File: config.mk
export PLATFORM = sky130hd
export DESIGN_NAME = control_fsm
export DESIGN_NICKNAME = d
export VERILOG_FILES = /design/src/rtl/control_fsm_pkg.sv /design/src/rtl/control_fsm.sv
export SDC_FILE = /design/constraint.sdc
export NUM_CORES = 1
export LEC_CHECK = 0
export ABC_AREA = 1
export CORE_UTILIZATION = 38
export CTS_BUF_LIST = sky130_fd_sc_hd__clkbuf_2
export DETAILED_ROUTE_END_ITERATION = 8
export PLACE_DENSITY = 0.8
export SLEW_MARGIN = 20
export SYNTH_ARGS = -nofsm -noshare
export SYNTH_HDL_FRONTEND = slang
export SYNTH_SLANG_ARGS = --single-unit
File: constraint.sdc
create_clock -name clk -period 1.24 [get_ports clk]
set_input_delay 0.186 -clock clk [delete_from_list [all_inputs] [get_ports clk]]
set_output_delay 0.186 -clock clk [all_outputs]
set_load 0.02 [all_outputs]
File: src/rtl/control_fsm_pkg.sv
// Shared constants for the multicycle RV32I main controller: state codes,
// ALUOp codes and the opcode values the controller recognises.
package control_fsm_pkg;

    typedef enum logic [3:0] {
        FETCH    = 4'd0,
        DECODE   = 4'd1,
        MEMADR   = 4'd2,
        MEMREAD  = 4'd3,
        MEMWB    = 4'd4,
        MEMWRITE = 4'd5,
        EXECUTER = 4'd6,
        ALUWB    = 4'd7,
        EXECUTEI = 4'd8,
        JAL      = 4'd9,
        BEQ      = 4'd10
    } state_t;

    localparam logic [2:0] ALUOP_ADD   = 3'b000;
    localparam logic [2:0] ALUOP_SUB   = 3'b001;
    localparam logic [2:0] ALUOP_FUNCT = 3'b010;

    localparam logic [6:0] RType  = 7'b0110011;
    localparam logic [6:0] IType  = 7'b0010011;
    localparam logic [6:0] LWType = 7'b0000011;
    localparam logic [6:0] SType  = 7'b0100011;
    localparam logic [6:0] BType  = 7'b1100011;
    localparam logic [6:0] JType  = 7'b1101111;

    function automatic logic is_legal_op(input logic [6:0] op);
        return (op == RType) || (op == IType) || (op == LWType) ||
               (op == SType) || (op == BType) || (op == JType);
    endfunction

endpackage

File: src/rtl/control_fsm.sv
// Multicycle main controller: steps the shared-memory datapath one state per
// cycle and drives its enables, mux selects and ALUOp from the current state.
module control_fsm
    import control_fsm_pkg::*;
#(
    parameter int STATE_W = 4
) (
    input  logic               clk,
    input  logic               reset,
    input  logic [6:0]         op,
    input  logic               mem_ready,
    output logic               AdrSrc,
    output logic               IRWrite,
    output logic               PCUpdate,
    output logic               Branch,
    output logic               RegWrite,
    output logic               MemWrite,
    output logic [1:0]         ALUSrcA,
    output logic [1:0]         ALUSrcB,
    output logic [1:0]         ResultSrc,
    output logic [2:0]         ALUOp,
    output logic               illegal_instr,
    output logic               instr_done,
    output logic [STATE_W-1:0] state
);

    // mem_ready is a level from memory meaning "the access presented this
    // cycle completes now"; FETCH, MEMREAD and MEMWRITE hold until it is seen.
    state_t state_q;
    state_t state_d;

    always_ff @(posedge clk or posedge reset) begin
        if (reset) begin
            state_q <= FETCH;
        end else begin
            state_q <= state_d;
        end
    end

    always_comb begin
        state_d = FETCH;
        case (state_q)
            FETCH:    state_d = mem_ready ? DECODE : FETCH;
            DECODE: begin
                case (op)
                    LWType, SType: state_d = MEMADR;
                    RType:         state_d = EXECUTER;
                    IType:         state_d = EXECUTEI;
                    JType:         state_d = JAL;
                    BType:         state_d = BEQ;
                    default:       state_d = FETCH;
                endcase
            end
            MEMADR:   state_d = (op == LWType) ? MEMREAD : MEMWRITE;
            MEMREAD:  state_d = mem_ready ? MEMWB : MEMREAD;
            MEMWB:    state_d = FETCH;
            MEMWRITE: state_d = mem_ready ? FETCH : MEMWRITE;
            EXECUTER: state_d = ALUWB;
            EXECUTEI: state_d = ALUWB;
            ALUWB:    state_d = FETCH;
            JAL:      state_d = ALUWB;
            BEQ:      state_d = FETCH;
            default:  state_d = FETCH;
        endcase
    end

    always_comb begin
        AdrSrc        = 1'b0;
        IRWrite       = 1'b0;
        PCUpdate      = 1'b0;
        Branch        = 1'b0;
        RegWrite      = 1'b0;
        MemWrite      = 1'b0;
        ALUSrcA       = 2'b00;
        ALUSrcB       = 2'b00;
        ResultSrc     = 2'b00;
        ALUOp         = ALUOP_ADD;
        illegal_instr = 1'b0;
        instr_done    = 1'b0;
        case (state_q)
            FETCH: begin
                ALUSrcB   = 2'b10;
                ResultSrc = 2'b10;
                IRWrite   = mem_ready;
                PCUpdate  = mem_ready;
            end
            DECODE: begin
                ALUSrcA       = 2'b01;
                ALUSrcB       = 2'b01;
                illegal_instr = !is_legal_op(op);
            end
            MEMADR: begin
                ALUSrcA = 2'b10;
                ALUSrcB = 2'b01;
            end
            MEMREAD: begin
                AdrSrc = 1'b1;
            end
            MEMWB: begin
                ResultSrc  = 2'b01;
                RegWrite   = 1'b1;
                instr_done = 1'b1;
            end
            MEMWRITE: begin
                AdrSrc     = 1'b1;
                MemWrite   = 1'b1;
                instr_done = mem_ready;
            end
            EXECUTER: begin
                ALUSrcA = 2'b10;
                ALUOp   = ALUOP_FUNCT;
            end
            EXECUTEI: begin
                ALUSrcA = 2'b10;
                ALUSrcB = 2'b01;
                ALUOp   = ALUOP_FUNCT;
            end
            ALUWB: begin
                RegWrite   = 1'b1;
                instr_done = 1'b1;
            end
            JAL: begin
                ALUSrcA  = 2'b01;
                ALUSrcB  = 2'b10;
                PCUpdate = 1'b1;
            end
            BEQ: begin
                ALUSrcA    = 2'b10;
                ALUOp      = ALUOP_SUB;
                Branch     = 1'b1;
                instr_done = 1'b1;
            end
            default: ;
        endcase
        // Reset gates enables combinationally so nothing writes in the
        // same cycle reset rises, before the state register has cleared.
        if (reset) begin
            IRWrite       = 1'b0;
            PCUpdate      = 1'b0;
            Branch        = 1'b0;
            RegWrite      = 1'b0;
            MemWrite      = 1'b0;
            illegal_instr = 1'b0;
            instr_done    = 1'b0;
        end
    end

    assign state = STATE_W'(state_q);

endmodule

==> results of run 1 <==
-- synth_stat cells --
| master | count | share of area, % |
|---|---|---|
| conb_1 | 1 | 0.70 |
| nand2_1 | 20 | 14 |
| nor3_1 | 2 | 1.9 |
| nor2_4 | 3 | 6.3 |
| o21ai_1 | 1 | 0.94 |
| a21oi_1 | 2 | 1.9 |
| nand4_1 | 4 | 4.7 |
| inv_2 | 2 | 1.4 |
| nor2_2 | 3 | 3.5 |
| nand2_2 | 6 | 7.0 |
| nand3b_1 | 1 | 1.4 |
| buf_4 | 1 | 1.4 |
| inv_1 | 17 | 12 |
| o21ai_0 | 1 | 0.94 |
| nand3_2 | 1 | 1.9 |
| nor2_1 | 17 | 12 |
| dfrtp_1 | 4 | 19 |
| nand3_1 | 10 | 9.4 |
-- timing repair --
| action | 4_1_cts |
|---|---|
| gates resized for setup | 128 |
| pin swaps | 13 |
| endpoints found under the setup margin | 23 |
| buffers inserted | 4 |
-- stage by stage --
step	std cells	TNS (ns)	instance area, um2	setup slack, ns	utilization [%]
4_1_cts	174	-3.94	1240	-0.277	95.6
3_5_place_dp	167	-8.64	1100	-0.685	84.4
3_3_place_gp	167	-8.19	1100	-0.659	84.4
2_1_floorplan	96	-0.197	587	-0.134	-
-- cells by family after synthesis --
logic type,count (synthesis),share of synthesized area [%]
flip-flops,4,18.7
buffers and inverters,20,14.8
other,1,0.702
AO/OA/AOI/OAI,4,3.75
AND/OR/NAND/NOR,67,62.1
==> results.tsv, run 1 <==
stage	metric	value	unit
run_status	Fail Step	global routing	
logic_synthesis	#FFs+latches synth	4	
sta	worst endpoint type	top-level output	
clock_tree	H-tree depth	1	
placement	IO Port Bufs	29	
logic_synthesis	cell count after synthesis	96	
run_status	status	aborted with a tool error	
clock_tree	CTS Buf Count	3	
logic_synthesis	sequential-to-total area share from yosys stat	18.7	%
die	Die H	39.5	um
logic_synthesis	Yosys cell types	18	
clock_tree	Root Driver	clkbuf_2	
logic_synthesis	Post-Syn Area	534	um2
run_status	Err	[ERROR DPL-0038] Utilization greater than 100%, impossible to legalize	
global_route	largest net degree at the start of global routing	6	
logic_synthesis	Avg Inst Size Synth	5.57	um2
logic_synthesis	yosys warns	0	
die	die width	39.5	um
clock_tree	cts hold-fix bufs	0	
die	io pins	31	
die	Initial Utilization	41.1	%
die	standard-cell rows	13	
clock_tree	clk sink count	4	
placement	hpwl dp	1.62	mm
logic_synthesis	Syn Nets	106	
clock_tree	Max Root-Sink Buffers	2	
placement	Final Wtd Congestion	0.819	
sta	critical endpoint after global-route timing repair	illegal_instr	
==> run 2: changes to the inputs <==
Settings changed: CORE_AREA set to 2 2 63 65, CORE_UTILIZATION 38 to not set, CTS_BUF_LIST sky130_fd_sc_hd__clkbuf_2 to not set, DIE_AREA set to 0 0 65 67, PLACE_DENSITY 0.8 to not set, PLACE_DENSITY_LB_ADDON set to 0.15.
==> results.tsv, run 2 <==
stage	metric	value	unit	change
run_status	status	finished, violations left		
run_status	failing checks	setup timing		
power_and_ir_drop	Worst VDD drop	345	uV	
sta	fin worst setup slack	-0.300	ns	
sta	Final setup viols	19		
sta	Final Max Slew Viols	0		
power_and_ir_drop	Pint	0.680	mW	
die	Placeable Area	3610	um2	
worst_setup_path	worst-path fanout max	4		
sta	period utilization	124	%	
logic_synthesis	Yosys cell types	18		unchanged
flow_run	Max Cap Violations	0		
placement	Final Wtd Congestion	0.803		-1.9%
worst_setup_path	Critical Path Stages	4		
detailed_routing	Residual DRC	0		
sta	FMAX	0.649	GHz	
die	Die H	67	um	+70%
final_layout	Design Area, Final	1390	um2	
logic_synthesis	yosys warns	0		unchanged
die	io pins	31		unchanged
sta	clk_skew	0.00228	ns	
logic_synthesis	Syn Nets	106		unchanged
detailed_routing	Routed Antenna Nets	0		
power_and_ir_drop	PD cells	792	nW/um2	
logic_synthesis	Post-Syn Area	534	um2	unchanged
clock_tree	Worst-path clk slew	0.03	ns	
detailed_routing	Highest Signal Layer	met4		
final_layout	antenna cells	0		
detailed_routing	vias	793		
detailed_routing	wire length per cell	9.67	um	
global_route	aggregate global routing overflow	0		
worst_setup_path	r2r startpoint	state[3]$_DFF_PP0_		
logic_synthesis	#FFs+latches synth	4		unchanged
detailed_routing	met3 WL post-DR	117	um	
global_route	vias in the first global route	752		
detailed_routing	Initial DRC Count	24		
power_and_ir_drop	P_leak	0.747	nW	
worst_setup_path	delay of the slowest critical-path stage	0.45	ns	
worst_setup_path	Setup crit end	PCUpdate		
power_and_ir_drop	Flop pwr share	15.2	%	
logic_synthesis	ys async rst share	100	%	unchanged
die	Initial Utilization	14.8	%	-26 points
global_route	first-pass GRT wire length	3.31	mm	
detailed_routing	final wirelength	2.02	mm	
detailed_routing	vias per std cell	3.79		
global_route	GRT Overall Usage	9.83	%	
worst_setup_path	crit path from	state[1]$_DFF_PP0_		
worst_setup_path	R2R cell count	7		
power_and_ir_drop	Clk network pwr share	24.5	%	
logic_synthesis	Post-synth EDFFs	0		unchanged
placement	pre-CTS WS	-0.663	ns	+0.0217 ns
logic_synthesis	Yosys top cell by area	dfrtp_1		
worst_setup_path	critical path's top delay family	flip-flops		
clock_tree	Max Root-Sink Buffers	2		unchanged
logic_synthesis	sequential-to-total area share from yosys stat	18.7	%	unchanged
worst_setup_path	CP Capture Type	primary output		
worst_setup_path	Critical Path RT	1.05	ns	
sta	Fin. Hold Viols	0		
final_layout	fillers	388		
worst_setup_path	crit path kind	reg -> out		
worst_setup_path	Arr. time, crit path	1.35	ns	
final_layout	max FFs per register	4		
worst_setup_path	critical path launch point type	flip-flop		
die	standard-cell rows	22		+9
sta	RSZ-0062 raised after global routing	yes		
clock_tree	Root Driver	clkbuf_8		
worst_setup_path	CP Cell Sequence	nor2_4, nand2_1, a21oi_4, buf_6		
worst_setup_path	R2R Setup Slk	-0.19	ns	
global_route	antenna violations before repair	0		
placement	IO Port Bufs	29		unchanged
final_layout	nets@finish	173		
worst_setup_path	worst flop-to-flop path endpoint	state[2]$_DFF_PP0_		
sta	minimum clock period	1.54	ns	
clock_tree	CTS tree	yes		
hold_path	class of the worst hold path	in -> async		
power_and_ir_drop	combinational power share	60.3	%	
worst_setup_path	CP Buf/Inv Count	1		
power_and_ir_drop	Net Sw Power	0.421	mW	
logic_synthesis	Top FF cell, synth	dfrtp_1		
clock_tree	CTS Buf Count	3		unchanged
placement	Placed Area	1150	um2	+5.1%
final_layout	share of layout cells above drive strength 1	60.2	%	
logic_synthesis	top cells by area, synth	dfrtp_1 (19%), nand2_1 (14%), inv_1 (12%)		
die	die area	4360	um2	
logic_synthesis	Post-synth top cells	nand2_1 (20), inv_1 (17), nor2_1 (17)		
global_route	largest net degree at the start of global routing	6		
logic_synthesis	most common cell in the netlist	nand2_1		
logic_synthesis	Avg Inst Size Synth	5.57	um2	unchanged
clock_tree	clock latency on the worst-skew pair	0.21	ns	
placement	hpwl dp	1.66	mm	+2.7%
logic_synthesis	area share of the largest cell type after synthesis	18.7	%	unchanged
final_layout	most frequent cells in the layout	buf_6 (26), buf_4 (25), nand2_1 (18)		
detailed_routing	Metal-1 WL	854	um	
die	die width	65	um	+65%
logic_synthesis	cell count after synthesis	96		unchanged
final_layout	Area Overhead vs Synth	160	%	
clock_tree	H-tree depth	1		unchanged
detailed_routing	DRT Pass-1 Iters	4		
detailed_routing	met2 WL	1.03	mm	
final_layout	most common cell after layout, fill and taps aside	buf_6		
power_and_ir_drop	Net Sw Frac	38.3	%	
clock_tree	clk sink count	4		unchanged
worst_setup_path	crit path max-delay cell type	dfrtp_2		
==> run 2: cell counts after synthesis <==
Identical to the previous run, type by type.
==> run 2: metal layers <==
layer  global-route usage [%]  vias to the layer above
met2                     18.2                       28
met4                     4.79                        0
met5                        0                        -
met1                     11.2                      336
met3                     1.01                        2
li1                         -                      427
==> run 2: final cells by class <==
| type | count | area, um2 | area share, % |
|---|---|---|---|
| timing repair buffer | 63 | 589 | 42.4 |
| inverter | 19 | 86.3 | 6.21 |
| sequential | 4 | 105 | 7.56 |
| clock buffer | 3 | 41.3 | 2.97 |
| tap | 48 | 60.1 | 4.32 |
| multi-input combinational | 72 | 508 | 36.5 |
==> run 2: cell families after synthesis <==
| group | Yosys count | share of synthesized area, % |
|---|---|---|
| buffers and inverters | 20 | 14.8 |
| other | 1 | 0.702 |
| AO/OA/AOI/OAI | 4 | 3.75 |
| AND/OR/NAND/NOR | 67 | 62.1 |
| flip-flops | 4 | 18.7 |
==> run 2: power by group through the flow <==
stage               Clock (mW)  Sequential, mW  Combinational (mW)
global route             0.293           0.171               0.714
detailed placement           0           0.163               0.545
finish                   0.270           0.168               0.664
global placement             0           0.163               0.544
CTS                      0.278           0.165               0.612
floorplan                    0           0.176               0.238
==> run 2: what timing repair did <==
| action | in CTS | in global routing |
|---|---|---|
| setup endpoints to repair | 23 | 20 |
| setup buffers | 2 | 4 |
| gates resized for setup | 132 | 19 |
| pin swaps | 13 | 5 |
| hold buffers | 0 | 0 |
==> run 2: worst min path at each step <==
stage | startpoint | endpoint | slack, ns | depth (start not counted)
2_1_floorplan | reset | state[0]$_DFF_PP0_ | -0.02 | 1
3_3_place_gp | reset | state[3]$_DFF_PP0_ | 0.62 | 3
3_5_place_dp | reset | state[0]$_DFF_PP0_ | 0.63 | 3
4_1_cts | reset | state[0]$_DFF_PP0_ | 0.40 | 3
5_1_grt | reset | state[0]$_DFF_PP0_ | 0.44 | 3
6_report | reset | state[0]$_DFF_PP0_ | 0.40 | 3
==> run 2: through the flow <==
stage                     utilization [%]  setup TNS, ns  total power, mW  cells  hold WS (ns)
final                                38.5          -3.76             1.10    209         0.404
after global routing                 38.5          -5.17             1.18    209         0.437
after CTS                            36.0          -3.81             1.05    206         0.404
after detailed placement             32.0          -8.90            0.708    202         0.626
after global placement               32.0          -8.87            0.707    202         0.624
after floorplan                         -         -0.197            0.414     96       -0.0237
==> run 2: worst min-delay path, cell delays in order <==
cell and delay, ns:
clkdlybuf4s50_1 0.42, inv_1 0.17, buf_4 0.17
Note: power is estimated with default switching activity, not from simulation.
